$ cat src/rtl/uart_pkg.sv
// Shared definitions for the buffered UART transmitter: parity modes, FSM states
// and a ceiling-log2 helper used to size counters and pointers.
package uart_pkg;

    localparam int PAR_NONE = 0;
    localparam int PAR_EVEN = 1;
    localparam int PAR_ODD  = 2;

    typedef enum logic [2:0] {
        IDLE,
        START,
        DATA,
        PAR,
        STOP
    } tx_state_t;

    function automatic int clog2(input int value);
        int result;
        result = 0;
        while ((1 << result) < value) begin
            result++;
        end
        return result;
    endfunction

endpackage

$ cat src/rtl/uart_fifo.sv
// Synchronous word FIFO with power-of-two depth; a count register drives the
// full/empty flags and the occupancy output.
module uart_fifo
    import uart_pkg::*;
#(
    parameter int WIDTH = 8,
    parameter int DEPTH = 4
) (
    input  logic                    clk,
    input  logic                    rst,
    input  logic                    push,
    input  logic                    pop,
    input  logic [WIDTH-1:0]        din,
    output logic [WIDTH-1:0]        dout,
    output logic                    full,
    output logic                    empty,
    output logic [clog2(DEPTH):0]   count
);

    localparam int PTR_W = clog2(DEPTH);

    if (DEPTH < 2 || (DEPTH & (DEPTH - 1)) != 0) begin : g_bad_depth
        $error("uart_fifo: DEPTH must be a power of two, at least 2");
    end

    logic [WIDTH-1:0] mem [DEPTH];
    logic [PTR_W-1:0] wr_ptr;
    logic [PTR_W-1:0] rd_ptr;
    logic             do_push;
    logic             do_pop;

    assign full    = (count == (PTR_W + 1)'(DEPTH));
    assign empty   = (count == '0);
    assign dout    = mem[rd_ptr];
    assign do_push = push && !full;
    assign do_pop  = pop && !empty;

    // NOTE: storage is deliberately left out of reset; the pointers and count
    // define which entries are valid, so clearing the array would only cost logic.
    always_ff @(posedge clk) begin
        if (do_push) begin
            mem[wr_ptr] <= din;
        end
    end

    // NOTE: sequential state is always assigned with <= so every register samples
    // the values from before the edge, independent of statement order.
    always_ff @(posedge clk) begin
        if (rst) begin
            wr_ptr <= '0;
            rd_ptr <= '0;
            count  <= '0;
        end else begin
            if (do_push) begin
                wr_ptr <= wr_ptr + PTR_W'(1);
            end
            if (do_pop) begin
                rd_ptr <= rd_ptr + PTR_W'(1);
            end
            case ({do_push, do_pop})
                2'b10:   count <= count + (PTR_W + 1)'(1);
                2'b01:   count <= count - (PTR_W + 1)'(1);
                default: count <= count;
            endcase
        end
    end

endmodule

$ cat src/rtl/uart_tx_fifo.sv
// Parametrised UART transmitter fed from a word FIFO; frames are sent back to
// back while words are queued, and every output is driven from a register.
module uart_tx_fifo
    import uart_pkg::*;
#(
    parameter int DATA_BITS    = 8,
    parameter int CLKS_PER_BIT = 16,
    parameter int PARITY       = 0,
    parameter int STOP_BITS    = 1,
    parameter int FIFO_DEPTH   = 4
) (
    input  logic                        CLK,
    input  logic                        RST,
    input  logic [DATA_BITS-1:0]        slowo_trans,
    input  logic                        start_trans,
    output logic                        transmisja,
    output logic                        wyjscie_trans,
    output logic                        pelny,
    output logic [clog2(FIFO_DEPTH):0]  liczba_slow
);

    localparam int BAUD_W = clog2(CLKS_PER_BIT);
    localparam int BIT_W  = clog2(DATA_BITS);

    if (DATA_BITS < 5 || DATA_BITS > 9) begin : g_bad_data_bits
        $error("uart_tx_fifo: DATA_BITS must be 5..9");
    end
    if (CLKS_PER_BIT < 2) begin : g_bad_clks_per_bit
        $error("uart_tx_fifo: CLKS_PER_BIT must be at least 2");
    end
    if (PARITY != PAR_NONE && PARITY != PAR_EVEN && PARITY != PAR_ODD) begin : g_bad_parity
        $error("uart_tx_fifo: PARITY must be 0, 1 or 2");
    end
    if (STOP_BITS < 1 || STOP_BITS > 2) begin : g_bad_stop_bits
        $error("uart_tx_fifo: STOP_BITS must be 1 or 2");
    end

    tx_state_t             state_q, state_d;
    logic [BAUD_W-1:0]     baud_q, baud_d;
    logic [BIT_W-1:0]      bit_q, bit_d;
    logic [DATA_BITS-1:0]  shift_q;
    logic                  par_q;
    logic                  line_d;
    logic                  pop;
    logic                  write_req;
    logic                  fifo_empty;
    logic [DATA_BITS-1:0]  fifo_dout;
    logic                  baud_last;

    assign write_req = !start_trans;
    assign baud_last = (baud_q == BAUD_W'(CLKS_PER_BIT - 1));

    uart_fifo #(
        .WIDTH (DATA_BITS),
        .DEPTH (FIFO_DEPTH)
    ) u_fifo (
        .clk   (CLK),
        .rst   (RST),
        .push  (write_req),
        .pop   (pop),
        .din   (slowo_trans),
        .dout  (fifo_dout),
        .full  (pelny),
        .empty (fifo_empty),
        .count (liczba_slow)
    );

    // NOTE: every signal written here gets a default first, so no path through
    // the case statement can leave a value unassigned and infer a latch.
    always_comb begin
        state_d = state_q;
        pop     = 1'b0;
        baud_d  = baud_last ? '0 : baud_q + BAUD_W'(1);
        bit_d   = bit_q;
        case (state_q)
            IDLE: begin
                baud_d = '0;
                bit_d  = '0;
                if (!fifo_empty) begin
                    state_d = START;
                    pop     = 1'b1;
                end
            end
            START: begin
                if (baud_last) begin
                    state_d = DATA;
                    bit_d   = '0;
                end
            end
            DATA: begin
                if (baud_last) begin
                    if (bit_q == BIT_W'(DATA_BITS - 1)) begin
                        state_d = (PARITY == PAR_NONE) ? STOP : PAR;
                        bit_d   = '0;
                    end else begin
                        bit_d = bit_q + BIT_W'(1);
                    end
                end
            end
            PAR: begin
                if (baud_last) begin
                    state_d = STOP;
                    bit_d   = '0;
                end
            end
            STOP: begin
                if (baud_last) begin
                    if (bit_q == BIT_W'(STOP_BITS - 1)) begin
                        bit_d = '0;
                        if (!fifo_empty) begin
                            state_d = START;
                            pop     = 1'b1;
                        end else begin
                            state_d = IDLE;
                        end
                    end else begin
                        bit_d = bit_q + BIT_W'(1);
                    end
                end
            end
            default: begin
                state_d = IDLE;
                baud_d  = '0;
                bit_d   = '0;
            end
        endcase

        // Line level is derived from the state being entered so it lands in a register.
        case (state_d)
            START:   line_d = 1'b0;
            DATA:    line_d = shift_q[bit_d];
            PAR:     line_d = par_q;
            default: line_d = 1'b1;
        endcase
    end

    always_ff @(posedge CLK) begin
        if (RST) begin
            state_q       <= IDLE;
            baud_q        <= '0;
            bit_q         <= '0;
            shift_q       <= '0;
            par_q         <= 1'b0;
            wyjscie_trans <= 1'b1;
            transmisja    <= 1'b0;
        end else begin
            state_q       <= state_d;
            baud_q        <= baud_d;
            bit_q         <= bit_d;
            wyjscie_trans <= line_d;
            transmisja    <= (state_d != IDLE);
            if (pop) begin
                shift_q <= fifo_dout;
                par_q   <= (^fifo_dout) ^ (PARITY == PAR_ODD);
            end
        end
    end

endmodule

$ cat config.mk
export PLATFORM = sky130hd
export DESIGN_NAME = uart_tx_fifo
export DESIGN_NICKNAME = d
export VERILOG_FILES = /design/src/rtl/uart_pkg.sv /design/src/rtl/uart_fifo.sv /design/src/rtl/uart_tx_fifo.sv
export SDC_FILE = /design/constraint.sdc
export NUM_CORES = 1
export LEC_CHECK = 0
export ABC_AREA = 1
export BUFFER_PORTS_ARGS = -buffer_cell sky130_fd_sc_hd__buf_2
export CAP_MARGIN = 20
export CORE_ASPECT_RATIO = 0.8
export CORE_UTILIZATION = 36
export CTS_CLUSTER_SIZE = 12
export DETAILED_ROUTE_END_ITERATION = 12
export GPL_TIMING_DRIVEN = 1
export PLACE_DENSITY_LB_ADDON = 0.25
export SLEW_MARGIN = 20
export SYNTH_ARGS = -nofsm -noshare
export SYNTH_HDL_FRONTEND = slang
export SYNTH_SLANG_ARGS = --single-unit
$ cat constraint.sdc
create_clock -name CLK -period 2.35 [get_ports CLK]
set_input_delay 0.1175 -clock CLK [delete_from_list [all_inputs] [get_ports CLK]]
set_output_delay 0.1175 -clock CLK [all_outputs]
set_load 0.02 [all_outputs]
* Word-level counts from Yosys, hierarchy flattened
Memory sizes are Yosys's and may differ from the RTL's. A register that Yosys moved wholly into a read port is not among the register bits.
Index checks and enable logic that the tools add are counted.
** Cells by class
- Add/subtract/negate cells :: 6
- Magnitude comparators :: 1
- Equality and inequality tests :: 12
- Multiplexer cells :: 27
- Bitwise operators :: 1
- Reductions and logical operators :: 14
** Operators with widths (count)
- $mux W3 :: 12
- $pmux W3 S5 :: 1
- $eq A3 B2 Y1 const B :: 4
- $eq A3 B3 Y1 const B :: 3
- $logic_not A3 Y1 :: 3
- $pmux W3 S3 :: 1
- $reduce_xor A8 Y1 :: 1
- $mux W1 :: 7
- $add A3 B1 Y3 const B :: 2
- $eq A3 B1 Y1 const B :: 2
- $pmux W3 S2 :: 1
- $add A2 B1 Y2 const B :: 2
- $add A4 B1 Y4 const B :: 1
- $eq A4 B4 Y1 const B :: 1
- $lt A3 B4 Y1 const B :: 1
- $mux W2 :: 2
- $reduce_or A4 Y1 :: 1
- $bmux W1 S3 :: 1
- $logic_not A1 Y1 :: 3
- $pmux W1 S3 :: 1
- $reduce_bool A3 Y1 :: 1
- $reduce_or A3 Y1 :: 1
- $sub A3 B1 Y3 const B :: 1
- $eq A2 B1 Y1 const B :: 1
- 6 further kinds :: 7
** Word-level totals
- Bits in registers :: 28
- Memory bits (writable) :: 32
- Input bits :: 11
- Word-level logic and storage cells :: 72
- Memories kept :: 1
** Memories
- u_fifo.mem :: depth 4, width 8, read ports 1, clocked after Yosys merged registers in 1, wr ports 1, RTL line uart_fifo.sv:26 : logic [WIDTH-1:0] mem [DEPTH];

* Longest topological paths before layout
- Depth in word-level cells :: 8
- Gate-level depth with buffers :: 16

* Modules after synthesis
Synthesis repeated with hierarchy kept, for this count alone.
** Unflattened totals
- Cell total of the unflattened synthesis :: 309
- Area, all modules :: 2925.3 µm²
** By module, submodules not included
- uart_fifo :: instances 1, cells each 146, area each 1685.4 µm²
- uart_tx_fifo :: instances 1, cells each 163, area each 1239.9 µm²

* Least setup slack after synthesis
Ideal clock, no wire load.
- Kind :: reg-to-reg
- From :: register u_fifo.count[2]
- To :: register u_fifo.count[2]
- Library setup time :: 122 ps
- Data arrival time :: 2333 ps
- Required time :: 2228 ps
- Path slack :: -105 ps
- Cell stages (with the launch flop) :: 12
- Buffers on the path :: 0
- Clock period less this slack :: 2455 ps
- Cells stage by stage :: dfxtp_1 inv_1 nor3_1 nor2_1 inv_1 ha_1 inv_1 fa_1 a21oi_1 o21ai_0 o21ai_0 a21oi_1
** Between the ends
- Elaborated cells between the ends (all ways) :: 16
- Those cells by class :: add/sub: 2; eq/ne: 3; mux: 5; reduce/logical: 6
** RTL lines
- from (decl) :: RTL line uart_fifo.sv:17 : output logic [clog2(DEPTH):0] count
- from (signal assigned) :: RTL line uart_fifo.sv:61 : 2'b10: count <= count + (PTR_W + 1)'(1);
- from (signal assigned) :: RTL line uart_fifo.sv:62 : 2'b01: count <= count - (PTR_W + 1)'(1);
- from (signal assigned) :: RTL line uart_fifo.sv:63 : default: count <= count;
- $eq A3 B3 Y1 (*) :: RTL line uart_fifo.sv:32 : assign full = (count == (PTR_W + 1)'(DEPTH));
- net pelny :: RTL line uart_tx_fifo.sv:18 : output logic pelny,
- $logic_not A1 Y1 (*) :: RTL line uart_fifo.sv:35 : assign do_push = push && !full;
- $logic_and A1 B1 Y1 (*) :: RTL line uart_fifo.sv:35
- $eq A2 B1 Y1 or $eq A2 B2 Y1 (tied branches) :: RTL line uart_fifo.sv:60 : case ({do_push, do_pop})
- $pmux W3 S2 or $reduce_bool A2 Y1 (tied branches)
The timed path passes the listed nets; every way through them passes the cells marked *.
A chain may end at the register's enable or synchronous reset.

* Worst setup path after layout
- From :: register baud_q[0]
- To :: register u_fifo.count[2]
** Between the ends
- Word-level cells in the longest chain between the ends :: 6
- Elaborated cells between the ends (all ways) :: 8
- Those cells by class :: eq/ne: 3; mux: 3; reduce/logical: 2
** Ends and longest elaborated chain
- from (decl) :: RTL line uart_tx_fifo.sv:39 : logic [BAUD_W-1:0] baud_q, baud_d;
- from (signal assigned) :: RTL line uart_tx_fifo.sv:148 : baud_q <= baud_d;
- $eq A4 B4 Y1 (*) :: RTL line uart_tx_fifo.sv:51 : assign baud_last = (baud_q == BAUD_W'(CLKS_PER_BIT - 1));
- $mux W1 (*) :: RTL line uart_tx_fifo.sv:107 : if (baud_last) begin
- $pmux W1 S2 (*) :: RTL line uart_tx_fifo.sv:75 : case (state_q)
- $logic_and A1 B1 Y1 (*) :: RTL line uart_fifo.sv:36 : assign do_pop = pop && !empty;
- net u_fifo.do_pop :: RTL line uart_fifo.sv:30 : logic do_pop;
- $eq A2 B1 Y1 or $eq A2 B2 Y1 (tied branches) :: RTL line uart_fifo.sv:60
- $pmux W3 S2 or $reduce_bool A2 Y1 (tied branches)
Marked as above.

==> flow_metrics.py <==
metrics = {
    "power_and_ir_drop": {
        "ir_drop_uv": 616,
        "powerDensity_mw_per_mm2": 1140,
        "p_sw_frac": 0.376,
        "seq_power_share": 0.365,
        "p_clk_frac": 0.267,
        "cellLeakagePower_nw": 1.53,
        "power_switching_w": 0.00151,
        "comb_power_share": 0.368,
        "internal_power_w": 0.00251,
    },
    "clock_tree": {
        "clkTransAtPathRegs_ps": 80,
        "cts_max_path_buffers": 2,
        "cts_made_buffers": 9,
        "cts_tree": "built",
        "clk_latency_ps": 350,
        "cts_max_level": 3,
        "clkSinkCount": 62,
        "cts_root_buffer": "clkbuf_8",
    },
    "synth": {
        "synth_seq_cells": 62,
        "seq_area_frac_synth": 0.527,
        "yosysWarnings": 0,
        "yosysUniqueCellTypes": 37,
        "syn_nets": 354,
        "synth_cells": 333,
        "syn_avg_cell_area_um2": 8.89,
        "syn_area_mm2": 0.00296,
    },
    "layout": {
        "num-nets-final": 393,
        "final_common_cell": "nand2_1",
        "drive_gt1_frac": 0.215,
        "final_cell_mix": "80 x nand2_1, 44 x inv_1, 32 x edfxtp_1",
        "post-route-util": 0.446,
        "areaGrowthSynthToFinish_pct": 19.8,
        "antennaDiodeCount": 0,
    },
    "drt": {
        "num_vias": 2202,
        "wl_per_cell_um": 12.2,
        "top_layer": "met4",
        "wl_met2_um": 2520,
        "wirelength_um": 5920,
        "drt_iter0_drc": 88,
        "wl_met1_um": 3050,
        "dr_wl_met3_um": 250,
        "routed_via_density": 4.54,
        "drc_errors": 0,
        "antenna_left": 0,
        "dr.pass1.iters": 4,
    },
    "timing": {
        "finalMaxSlewViolations": 0,
        "max_freq_mhz": 455,
        "setup_violations": 0,
        "min_period_ps": 2200,
        "hold_viol": 0,
        "hold_ws_ps": 50.9,
        "relSlewSlack": 0.645,
        "worstMarginPinSlew_ps": 531,
        "finalCritPeriodShare": 0.936,
        "skew_ps": 15.0,
    },
    "placement": {
        "dp_hpwl_um": 4040,
        "port_buffers": 16,
        "place.gp.congestion": 0.770,
    },
    "floorplanning": {
        "die_h_um": 83.1,
        "start_util": 0.373,
        "rows": 29,
        "die-area_mm2": 0.00859,
        "fp.dieW_um": 103,
        "core_area_mm2": 0.00795,
        "num_io_pins": 17,
    },
    "worst_setup_path": {
        "path_class": "reg -> reg",
        "slowest_delay_ps": 390,
        "crit_top_cell": "nand2_2",
        "r2r_setup_slack_ps": 150,
        "arrival_ps": 2430,
        "required_ps": 2580,
        "slowest_stage": "fa_2",
        "critPathMaxFanout": 6,
        "rr_worst_depth": 14,
        "r2r_end": "u_fifo.count[2]",
        "cp_cell_sequence": "ha_4, nand2_2, nor2_4, nand2_2, nand2_1, nand2_2, inv_2, ha_1, inv_2, fa_2, a21oi_2, o21ai_2, o21ai_1, a21oi_1",
        "crit_path_start_kind": "flip-flop",
        "rr_startpoint": "baud_q[0]",
        "end_kind": "flip-flop",
    },
    "status": {
        "status": "completed",
    },
    "global_route": {
        "overflow": 0,
        "grt_pass1_wl_um": 9450,
        "first_global_vias": 2075,
        "grt_max_degree": 19,
        "antenna_found_initial": 0,
        "grt_usage": 0.150,
    },
    "min_path": {
        "holdPathStages": 2,
        "min-delay-start": "RST",
        "hold_path.class": "in -> reg",
        "holdPathEnd": "bit_q[0]",
    },
    "flow_run": {
        "maxCapViolations": 0,
    },
}
## worst max path at each step
stage / startpoint / end / slack, ps / cells after the start
5_1_grt: baud_q[0] / u_fifo.count[2] / -40 / 14
6_report: baud_q[0] / u_fifo.count[2] / 150 / 14
4_1_cts: baud_q[0] / u_fifo.count[2] / 60 / 14
3_3_place_gp: baud_q[0] / u_fifo.count[2] / 140 / 14
2_1_floorplan: u_fifo.count[2] / u_fifo.count[2] / 120 / 11
3_5_place_dp: baud_q[0] / u_fifo.count[2] / 90 / 14
## final cells by class
cell class	count	area, um^2
sequential	62	1570
clock inverter	7	104
multi-input combinational	212	1180
tap	108	135
timing repair buffer	35	243
fill	752	4400
clock buffer	9	124
inverter	52	199
## layer usage
metal / vias up / global-route usage
met1: 992 / 0.205
li1: 1161 / -
met4: 0 / 0.0730
met2: 41 / 0.216
met3: 8 / 0.0438
met5: - / 0
## cells in the mapped netlist
cell type / number / area (um^2)
a211oi_1: 2 / 15.0
a21oi_1: 17 / 85.1
a21oi_2: 1 / 8.76
a31oi_1: 2 / 12.5
buf_4: 1 / 7.51
buf_6: 3 / 33.8
clkbuf_1: 3 / 11.3
clkinv_1: 1 / 3.75
clkinv_2: 1 / 5.00
dfxtp_1: 30 / 601
edfxtp_1: 32 / 961
fa_1: 1 / 20.0
ha_1: 9 / 113
inv_1: 46 / 173
inv_2: 3 / 11.3
inv_4: 1 / 6.26
nand2_1: 81 / 304
nand2_2: 8 / 50.1
nand2_4: 1 / 11.3
nand3_1: 26 / 130
nand3_2: 1 / 10.0
nand3_4: 1 / 17.5
nand3b_1: 3 / 22.5
nand4_1: 2 / 12.5
nor2_1: 22 / 82.6
nor2_2: 2 / 12.5
nor2_4: 3 / 33.8
nor3_1: 1 / 5.00
nor3b_1: 1 / 7.51
o211a_1: 1 / 10.0
o211ai_2: 2 / 25.0
o21ai_0: 19 / 95.1
o21ai_1: 1 / 5.00
xnor2_1: 1 / 8.76
xnor2_2: 1 / 16.3
xor2_1: 2 / 17.5
xor2_2: 1 / 16.3
## power groups by stage
stage	Sequential [W]	Clock, W	Combinational, W
final	0.00147	0.00108	0.00148
after global routing	0.00150	0.00113	0.00170
after CTS	0.00147	0.00110	0.00145
after detailed placement	0.00149	0	0.00143
after global placement	0.00149	0	0.00142
after floorplan	0.00150	0	0.00111
## registers in the layout (all words and copies together), names as in the netlist, named ones only
register / cells
u_fifo.count: 3
state_q: 3
transmisja: 1
baud_q: 4
bit_q: 3
u_fifo.rd_ptr: 2
wyjscie_trans: 1
shift_q: 8
u_fifo.mem: 32
u_fifo.wr_ptr: 2
par_q: 1
## cells by family after synthesis
group,Yosys count,share of synthesized area
adders and majority gates,10,0.0448
and+or+nand+nor,152,0.236
xor gates and xnor gates,5,0.0199
buffers and inverters,59,0.0850
AOI/OAI and AO/OA,45,0.0866
DFF,62,0.527
## critical path, delay by kind of cell, from the launching register on
kind | cells | cell delay (ps)
adder cells (fa/ha/maj) | 3 | 680
flip-flops | 1 | 360
buffers and inverters | 2 | 120
AO/OA/AOI/OAI | 4 | 420
AND/OR/NAND/NOR | 5 | 470
## stage by stage
stage	area, um^2	total power [W]	cells	worst slack, ps	setup TNS (ps)
global placement	3190	0.00291	458	137	0
finish	3550	0.00403	485	151	0
detailed placement	3190	0.00292	458	94.4	0
CTS	3500	0.00402	482	60.0	0
global route	3550	0.00433	485	-41.0	-41.0
floorplan	2970	0.00260	333	120	0
## what timing repair did
action                                 4_1_cts  5_1_grt
gates resized for setup                      0       14
hold buffers                                 8        0
endpoints found under the hold margin       32        0
buffers inserted                             0        3
setup endpoints to repair                    0        1
Power figures use the tool's default switching activity.
